$ cat src/rtl/multicycle_control.sv
// Main control FSM for the multicycle MIPS datapath. The state decodes the
// opcode over several cycles, and the datapath mux selects and write enables are decoded from that state.
module multicycle_control #(
  parameter logic [5:0] OP_RTYPE = 6'd0,
  parameter logic [5:0] OP_LW    = 6'd35,
  parameter logic [5:0] OP_SW    = 6'd43,
  parameter logic [5:0] OP_BEQ   = 6'd4,
  parameter logic [5:0] OP_J     = 6'd2
) (
  input  logic       clock,
  input  logic       resetN,
  input  logic [5:0] opCode,
  input  logic       memReady,
  output logic       pcWrite,
  output logic       pcWriteCond,
  output logic       iorD,
  output logic       memRead,
  output logic       memWrite,
  output logic       irWrite,
  output logic       memToReg,
  output logic       regDst,
  output logic       regWrite,
  output logic       aluSrcA,
  output logic [1:0] aluSrcB,
  output logic [1:0] aluOp,
  output logic [1:0] pcSource,
  output logic       illegalOp,
  output logic [3:0] state
);

  // state    | meaning
  // FETCH    | read instruction, PC += 4 when memory is ready
  // DECODE   | register read, branch target precompute, dispatch on opcode
  // MEMADDR  | effective address for LW/SW
  // MEMREAD  | load data read, wait for memReady
  // MEMWB    | write MDR to rt
  // MEMWRITE | store data write, wait for memReady
  // EXEC     | R-type ALU operation
  // RTYPEWB  | write ALUOut to rd
  // BRANCH   | compare and conditionally load branch target
  // JUMP     | load jump target
  // IDLE     | post-reset, all outputs low
  typedef enum logic [3:0] {
    S_FETCH    = 4'd0,
    S_DECODE   = 4'd1,
    S_MEMADDR  = 4'd2,
    S_MEMREAD  = 4'd3,
    S_MEMWB    = 4'd4,
    S_MEMWRITE = 4'd5,
    S_EXEC     = 4'd6,
    S_RTYPEWB  = 4'd7,
    S_BRANCH   = 4'd8,
    S_JUMP     = 4'd9,
    S_IDLE     = 4'd10
  } state_t;

  state_t cur_state, nxt_state;

  always_ff @(posedge clock) begin
    if (!resetN) cur_state <= S_IDLE;
    else         cur_state <= nxt_state;
  end

  assign state = cur_state;

  always_comb begin
    nxt_state   = S_IDLE;
    pcWrite     = 1'b0;
    pcWriteCond = 1'b0;
    iorD        = 1'b0;
    memRead     = 1'b0;
    memWrite    = 1'b0;
    irWrite     = 1'b0;
    memToReg    = 1'b0;
    regDst      = 1'b0;
    regWrite    = 1'b0;
    aluSrcA     = 1'b0;
    aluSrcB     = 2'b00;
    aluOp       = 2'b00;
    pcSource    = 2'b00;
    illegalOp   = 1'b0;
    case (cur_state)
      S_IDLE: nxt_state = S_FETCH;
      S_FETCH: begin
        memRead = 1'b1;
        aluSrcB = 2'b01;
        // IR and PC load only on the ready cycle, so each happens once per instruction
        irWrite = memReady;
        pcWrite = memReady;
        nxt_state = memReady ? S_DECODE : S_FETCH;
      end
      S_DECODE: begin
        aluSrcB = 2'b11;
        if (opCode == OP_LW || opCode == OP_SW) nxt_state = S_MEMADDR;
        else if (opCode == OP_RTYPE)           nxt_state = S_EXEC;
        else if (opCode == OP_BEQ)             nxt_state = S_BRANCH;
        else if (opCode == OP_J)               nxt_state = S_JUMP;
        else begin
          nxt_state = S_FETCH;
          illegalOp = 1'b1;
        end
      end
      S_MEMADDR: begin
        aluSrcA   = 1'b1;
        aluSrcB   = 2'b10;
        nxt_state = (opCode == OP_LW) ? S_MEMREAD : S_MEMWRITE;
      end
      S_MEMREAD: begin
        memRead   = 1'b1;
        iorD      = 1'b1;
        nxt_state = memReady ? S_MEMWB : S_MEMREAD;
      end
      S_MEMWB: begin
        regWrite  = 1'b1;
        memToReg  = 1'b1;
        nxt_state = S_FETCH;
      end
      S_MEMWRITE: begin
        memWrite  = 1'b1;
        iorD      = 1'b1;
        nxt_state = memReady ? S_FETCH : S_MEMWRITE;
      end
      S_EXEC: begin
        aluSrcA   = 1'b1;
        aluOp     = 2'b10;
        nxt_state = S_RTYPEWB;
      end
      S_RTYPEWB: begin
        regWrite  = 1'b1;
        regDst    = 1'b1;
        nxt_state = S_FETCH;
      end
      S_BRANCH: begin
        aluSrcA     = 1'b1;
        aluOp       = 2'b01;
        pcWriteCond = 1'b1;
        pcSource    = 2'b01;
        nxt_state   = S_FETCH;
      end
      S_JUMP: begin
        pcWrite   = 1'b1;
        pcSource  = 2'b10;
        nxt_state = S_FETCH;
      end
      default: nxt_state = S_IDLE;
    endcase
  end

endmodule

$ cat config.mk
export PLATFORM = sky130hd
export DESIGN_NAME = multicycle_control
export DESIGN_NICKNAME = d
export VERILOG_FILES = /design/src/rtl/multicycle_control.sv
export SDC_FILE = /design/constraint.sdc
export NUM_CORES = 1
export LEC_CHECK = 0
export BUFFER_PORTS_ARGS = -buffer_cell sky130_fd_sc_hd__buf_4
export CORE_AREA = 2 2 39 41
export CTS_CLUSTER_DIAMETER = 100
export DETAILED_ROUTE_END_ITERATION = 10
export DIE_AREA = 0 0 41 43
export PLACE_DENSITY = 0.77
export SLEW_MARGIN = 10
export SYNTH_ARGS = -nofsm -noshare
export SYNTH_HDL_FRONTEND = slang
export SYNTH_SLANG_ARGS = --single-unit
$ cat constraint.sdc
create_clock -name clock -period 4.1 [get_ports clock]
set_clock_uncertainty 0.15 [all_clocks]
set_input_delay 0.82 -clock clock [delete_from_list [all_inputs] [get_ports clock]]
set_output_delay 0.82 -clock clock [all_outputs]
set_load 0.01 [all_outputs]
# [Word-level counts from Yosys, hierarchy flattened]
# Index checks and enable logic that the tools add are counted.
[totals] register_bits=4 latchBits=0 ramBits=0 mem_bits_ro=0 input_bits=9 out_inout_bits=21 word_cells=50 memories=0
[op_classes] add_sub_neg=0 multipliers=0 div=0 order_cmp=0 n_eq_ne=14 shifts=0 mux=27 n_bitwise=0 reduce_logical=8
[op_table] operator="4-bit case mux with 7 select lines" n=1
[op_table] operator="4-bit by 3-bit == test with 1-bit output (second input constant)" n=4
[op_table] operator="4-bit 2-to-1 mux" n=4
[op_table] operator="1-bit 2-to-1 mux" n=15
[op_table] operator="4-bit == test (second input constant)" n=3
[op_table] operator="6-bit == test (second input constant)" n=2
[op_table] operator="3-bit 2-to-1 mux" n=3
[op_table] operator="4-bit by 2-bit == test with 1-bit output (second input constant)" n=2
[op_table] operator="2-bit case mux with 2 select lines" n=2
[op_table] operator="6-bit by 2-bit == test with 1-bit output (second input constant)" n=1
[op_table] operator="6-bit by 3-bit == test with 1-bit output (second input constant)" n=1
[op_table] operator="6-bit zero test" n=1
[op_table] operator="2-bit case mux with 3 select lines" n=1
[op_table] operator="2-bit OR reduction" n=3
[op_table] operator="5-bit OR reduction" n=1
[op_table] operator="4-bit by 1-bit == test with 1-bit output (second input constant)" n=1
[op_table] operator="4-bit zero test" n=1
[op_table] operator="3-bit OR reduction" n=1
[op_table] operator="1-bit case mux with 2 select lines" n=1
[op_table] operator="1-bit logical OR" n=1

# [Depth between registers and ports, before layout]
# Gate-level depths: netlist (run 1).
[depth] ltp_word=6 depth_mapped=5 depth_no_buf=4

# [Least setup slack after synthesis (run 1)]
# OpenSTA, ideal clock, no wires.
[synth_timing] path_type="flip-flop to output port" startpoint="register cur_state[1], in the netlist state[1]" endpoint="output port aluOp[0]" arrival_time_ps=1522 required_ps=3130 path_slack_ps=1608 stages_incl_launch_ff=5 cell_sequence="dfxtp_1 buf_2 clkbuf_1 nor4b_1 buf_4"
[synth_via] elab_chain_cells=2 elab_cells_between_ends=3
[synth_lines] item="start: declaration" line="57" text="state_t cur_state, nxt_state;"
[synth_lines] item="start signal: assignment" line="61" text="else cur_state <= nxt_state;"
[synth_lines] item="4-bit == test / 4-bit by 3-bit == test with 1-bit output (equally long branches)" line="82" text="case (cur_state)"
[synth_lines] item="2-bit case mux with 2 select lines (*)" line="82"
[synth_lines] item="end: declaration" line="25" text="output logic [1:0] aluOp,"
# Every way passes the cells marked *; elsewhere a longest branch is shown, timed or not.

# [Worst setup path after layout (run 1)]
[layout_timing] startpoint="register cur_state[0], in the netlist state[0]" endpoint="output port illegalOp"
[layout_via] elab_chain_cells=2
[layout_lines] item="4-bit by 1-bit == test with 1-bit output" line="82"
[layout_lines] item="1-bit 2-to-1 mux" line="82"
[layout_lines] item="end: declaration" line="27" text="output logic illegalOp,"
# No other way between the ends.

==> out/metrics.csv, run 1 <==
metric;value;unit
status;complete, no violations;
worstPathArrival;1.67;ns
final_area;708.2;um^2
cp-startpoint;state[0]$_SDFF_PN0_;
gp_congestion;0.9031;
cts.sinks;4;
startpoint_type;flip-flop;
worstMarginPinSlew;0.5811;ns
start_util;0.3490;
wirelength;1313;um
fp-row-count;14;
path_class;reg2out;
ctsHoldBuffers;0;
peakVddDrop;0.1525;mV
setup_viol;0;
yosys_register_bits;4;
r2r_end;state[0]$_SDFF_PN0_;
vias;600;
r2r_start;state[0]$_SDFF_PN0_;
wl_per_cell;11.62;um
drc;0;
r2r_cells;4;
fmax;378.6;MHz
h-tree-depth;1;
cts_buffers;3;
synth_edf_count;0;
antenna_found_initial;0;
drive_above_1_share;0.3608;
multi_input_area;360.3;um^2
synth_commonest_cells;nor2_1 (10), nand2_1 (5), dfxtp_1 (4), nor3_1 (4), nor3b_1 (4);
clkTransAtPathRegs;0.03;ns
rsz0062_at_grt;no;
dp_hpwl;985.5;um
synth_ff_type;dfxtp_1;
synth.most_common_cell;nor2_1;
syn_avg_cell_area;6.708;um^2
slew_violations;0;
die_x;41;um
io_buffers;29;
finalHoldViolCount;0;
power_leakage;0.3101;nW
clk_latency;0.24;ns
hold_class;reg2reg;
routed_via_density;5.310;
worstPathRequired;3.13;ns
rrSetupSlack;2.24;ns
coreArea;1384;um^2
die_h;43;um
crit_path_end;illegalOp;
drt.antenna.violating_nets;0;
nNetsFinal;108;
yosys.area.top_type;dfxtp_1;
firstDrtPassIters;4;
design.die.area;1763;um^2
n_antenna_cell;0;
drv_cap;0;
largest_reg_flops;4;
instances_no_fill;113;
syn_area;483.0;um^2
ys_types;33;
fin_tns_setup;0;ns
clock_path_buffers;2;
path_max_fanout;19;
grt-ovfl-total;0;
area_growth;46.63;%
grt_pass1_wl;1876;um
cts_setup_buffers;0;
seqCellArea;80.08;um^2
filler_cell_count;142;
slew_headroom;0.6121;
min_period;2.641;ns
synth_top_cells_by_area;dfxtp_1 (17%), nor2_1 (7.8%), nor3b_1 (6.2%);
cts_resized;0;
power;305.0;uW
dp.cells;110;
yosysWarningCount;0;
first_global_vias;473;
drt_iter0_drc;13;
grt_max_degree;20;
async_flop_share;0;
yosysTopAreaCellShare;0.1658;
yosysSeqAreaShare;0.1658;
period_share;0.6442;
cts_tree;built;
cellPowerDensity;430.6;nW/um^2
dpl-instance-area;685.7;um^2
cts_root_buf;clkbuf_4;
cp-end-kind;output pin;
global_route.usage.total;0.1474;
syn_nets;81;
io_pins;30;
syn_inst;72;
==> area by class of cell <==
class                           instances  share of cell area
Sequential cell                         4              0.1131
Timing Repair Buffer                   29              0.3074
Multi-Input combinational cell         59              0.5088
Clock buffer                            3             0.03180
Inverter                                2             0.01060
Tap cell                               16             0.02827
==> how the worst min path moves through the flow <==
stage / from / to / depth (start not counted)
3_5_place_dp: state[0]$_SDFF_PN0_ / state[1]$_SDFF_PN1_ / 3
2_1_floorplan: state[3]$_SDFF_PN1_ / state[2]$_SDFF_PN0_ / 2
6_report: state[1]$_SDFF_PN1_ / state[1]$_SDFF_PN1_ / 2
5_1_grt: opCode[1] / state[2]$_SDFF_PN0_ / 2
3_3_place_gp: state[0]$_SDFF_PN0_ / state[0]$_SDFF_PN0_ / 2
4_1_cts: opCode[1] / state[2]$_SDFF_PN0_ / 2
==> logic make-up after synthesis <==
kind of cell | after synthesis | synth area share
xor+xnor | 2 | 0.03628
simple gates | 43 | 0.5078
mux | 1 | 0.02073
flops | 4 | 0.1658
buf+inv | 9 | 0.08806
compound gates | 13 | 0.1814
==> layer usage <==
metal  GRT usage  up-vias  routed length (um)
li1            -      311                   -
met1      0.2051      276                 549
met2      0.2313       11                 721
met3           0        2                  38
met4     0.06000        0                   4
met5           0        -                   0
==> worst max-delay path, cell delays in order, from the launching register on <==
cell and delay (ns):
dfxtp_1 0.64, or4b_4 0.55, nor2_1 0.12, buf_4 0.12
==> report_power, final <==
| group | internal (mW) | switching, mW | leakage, nW |
|---|---|---|---|
| clock | 0.0328 | 0.0163 | 0.0138 |
| sequential | 0.0483 | 0.0373 | 0.0334 |
| combinational | 0.0941 | 0.0763 | 0.263 |
| total | 0.175 | 0.130 | 0.310 |
==> through the flow <==
step / hold WS (ns) / setup WS [ns] / util
floorplan: 0.4840 / 1.608 / -
global placement: 0.6419 / 1.622 / 0.4955
detailed placement: 0.6450 / 1.537 / 0.4955
CTS: 0.6537 / 1.467 / 0.5118
global route: 0.6590 / 1.387 / 0.5118
finish: 0.6554 / 1.459 / 0.5118
==> layout by cell type (no fill, tap or decap), types with 2 or more instances in the layout <==
| cell | count |
|---|---|
| a21oi_1 | 2 |
| and2_1 | 2 |
| buf_4 | 29 |
| clkbuf_4 | 3 |
| dfxtp_1 | 4 |
| inv_1 | 2 |
| nand2_1 | 5 |
| nand2b_1 | 3 |
| nand3_1 | 3 |
| nand4_1 | 2 |
| nor2_1 | 10 |
| nor2b_1 | 2 |
| nor3_1 | 4 |
| nor3b_1 | 4 |
| nor4_1 | 2 |
| o21ai_0 | 3 |
| o2bb2ai_1 | 2 |
| xnor2_1 | 2 |
Power figures use the tool's default switching activity.
==> inputs of run 2 (changes only) <==
ABC_AREA = 1   (was unset)
CORE_AREA = unset   (was 2 2 39 41)
CORE_MARGIN = 2   (was unset)
CORE_UTILIZATION = 36   (was unset)
DIE_AREA = unset   (was 0 0 41 43)
PLACE_DENSITY = 0.79   (was 0.77)
clock period = 2.15 ns   (was 4.1 ns; I/O delays follow)
==> out/metrics.csv, run 2 <==
metric;value;unit;change
hold_class;in2reg;;
synth.most_common_cell;nor2_1;;
rsz0062_at_grt;no;;
max_stage_delay;0.48;ns;-0.16 ns
peakVddDrop;0.2302;mV;+51%
global_route.usage.total;0.1646;;+0.01713
async_flop_share;0;;unchanged
syn_inst;87;;+21%
power_switching;146.6;uW;+13%
fp-row-count;13;;-1
ys_types;17;;-48%
clkTransAtPathRegs;0.04;ns;about the same
drt.antenna.violating_nets;0;;unchanged
cts.sinks;4;;unchanged
cp-end-kind;output pin;;
yosysTopAreaCellShare;0.1693;;+0.003509
drive_above_1_share;0.3504;;-0.01040
fin_ws;0.2338;ns;-1.225 ns
die_h;40.25;um;-6.4%
crit_chain;nand2_4, nor2_4, nand3_1, nor2_1, buf_4;;
die_x;40.25;um;-1.8%
grt_pass1_wl;1835;um;-2.2%
routed_via_density;4.795;;-9.7%
period_share;0.8912;;
drv_cap;0;;unchanged
start_util;0.3728;;+0.02378
ctsHoldBuffers;0;;unchanged
final_cell_mix;buf_4 (29), nor2_1 (19), nand2_1 (16);;
fmax;521.9;MHz;
final_util;0.5651;;+0.05333
gp_congestion;0.7280;;-19%
cts_setup_buffers;0;;unchanged
synth_commonest_cells;nor2_1 (19), nand2_1 (16), inv_1 (15);;
dp_hpwl;1056;um;+7.1%
clk_latency;0.23;ns;about the same
path_max_fanout;6;;-13
synth_top_cells_by_area;dfxtp_1 (17%), nor2_1 (15%), nand2_1 (13%);;
worstMarginPinSlew;0.2901;ns;-0.2910 ns
synth_ff_type;dfxtp_1;;
synth_edf_count;0;;unchanged
yosysWarningCount;0;;unchanged
clockPowerShare;0.240;;+0.079
final_common_cell;buf_4;;
syn_avg_cell_area;5.436;um^2;-19%
p_sw_frac;0.3910;;-0.03495
cts_tree;built;;
syn_nets;96;;+19%
grt_max_degree;8;;-60%
drt_iter0_drc;5;;-8
grt-ovfl-total;0;;unchanged
cts_buffers;3;;unchanged
setup_viol;0;;unchanged
io_buffers;29;;unchanged
n_antenna_cell;0;;unchanged
first_global_vias;490;;+3.6%
antenna_found_initial;0;;unchanged
power_leakage;0.4297;nW;+39%
fin_tns_setup;0;ns;unchanged
p_int;228.4;uW;+30%
cts_root_buf;clkbuf_4;;
place_ws;0.3969;ns;-1.140 ns
area_growth;51.59;%;
largest_reg_flops;4;;unchanged
filler_cell_count;138;;-2.8%
wirelength;1244;um;-5.3%
vias;633;;+5.5%
seqCellArea;80.08;um^2;unchanged
syn_area;473.0;um^2;-2.1%
h-tree-depth;1;;unchanged
yosys.area.top_type;dfxtp_1;;
yosys_register_bits;4;;unchanged
p_comb_frac;0.495;;-0.064
min_period;1.916;ns;
yosysSeqAreaShare;0.1693;;+0.003509
multi_input_area;314.1;um^2;-13%
cellPowerDensity;523.2;nW/um^2;+21%
design.die.area;1620;um^2;-8.1%
path_class;reg2out;;
clock_path_buffers;2;;unchanged
cts_resized;0;;unchanged
slew_violations;0;;unchanged
slew_headroom;0.8063;;+0.1943
drc;0;;unchanged
worstPathRequired;1.57;ns;-1.56 ns
nNetsFinal;128;;+19%
status;complete, no violations;;
coreArea;1269;um^2;-8.3%
startpoint_type;flip-flop;;
worstPathArrival;1.34;ns;-0.33 ns
io_pins;30;;unchanged
seqPwrFrac;0.264;;-0.017
slowest_stage;dfxtp_1;;
firstDrtPassIters;4;;unchanged
wl_per_cell;9.424;um;-19%
finalHoldViolCount;0;;unchanged
[run 2: critical path: cells and delay by family (launching register included)]
| family | cells | cell delay [ns] |
|---|---|---|
| buffers and inverters | 1 | 0.12 |
| flip-flops | 1 | 0.48 |
| AND/OR/NAND/NOR | 4 | 0.50 |
[run 2: path summary, 6_finish.rpt]
check	slack (ns)	cells past startpoint	end	startpoint
worst max-delay path	0.23	5	illegalOp	state[0]$_SDFF_PN0_
worst min-delay path	0.25	2	state[3]$_SDFF_PN1_	resetN
worst max register to register	0.88	4	state[0]$_SDFF_PN0_	state[0]$_SDFF_PN0_
worst min register to register	0.57	4	state[3]$_SDFF_PN1_	state[3]$_SDFF_PN1_
[run 2: area by class of cell]
| type | instances | share of cell area |
|---|---|---|
| multi-input cells | 64 | 0.4380 |
| repair buffers | 29 | 0.3037 |
| flip-flops and latches | 4 | 0.1117 |
| inverters | 17 | 0.08901 |
| clock buffers | 3 | 0.03141 |
| well taps | 15 | 0.02618 |
[run 2: power by group through the flow]
stage / sequential (mW) / clock, mW / combinational, mW
final: 0.0992 / 0.0902 / 0.186
after global routing: 0.101 / 0.100 / 0.208
after CTS: 0.0995 / 0.0927 / 0.187
after detailed placement: 0.100 / 0 / 0.186
after global placement: 0.100 / 0 / 0.183
after floorplan: 0.103 / 0 / 0.106
[run 2: per-layer routing]
metal | up-vias | track usage | wire (um)
met3 | 0 | 0.02222 | 118
met4 | 0 | 0.05000 | 0
met2 | 26 | 0.3387 | 625
li1 | 336 | - | -
met1 | 271 | 0.1650 | 499
met5 | - | 0 | 0
[run 2: stage by stage]
step / std cells / power [mW] / hold slack (ns) / cell area (um^2)
after global placement: 129 / 0.2837 / 0.4851 / 694.4
final: 132 / 0.3751 / 0.2484 / 716.9
after floorplan: 87 / 0.2087 / 0.3641 / 473.0
after CTS: 132 / 0.3789 / 0.2457 / 716.9
after global routing: 132 / 0.4090 / 0.2663 / 716.9
after detailed placement: 129 / 0.2864 / 0.4871 / 694.4
[run 2: kinds of logic (layout without fill, tap and decap cells)]
group,after synthesis,count (layout),synth area share
buffers and inverters,19,49,0.1667
AOI/OAI and AO/OA,8,8,0.08992
and+or+nand+nor,56,56,0.5741
DFF,4,4,0.1693
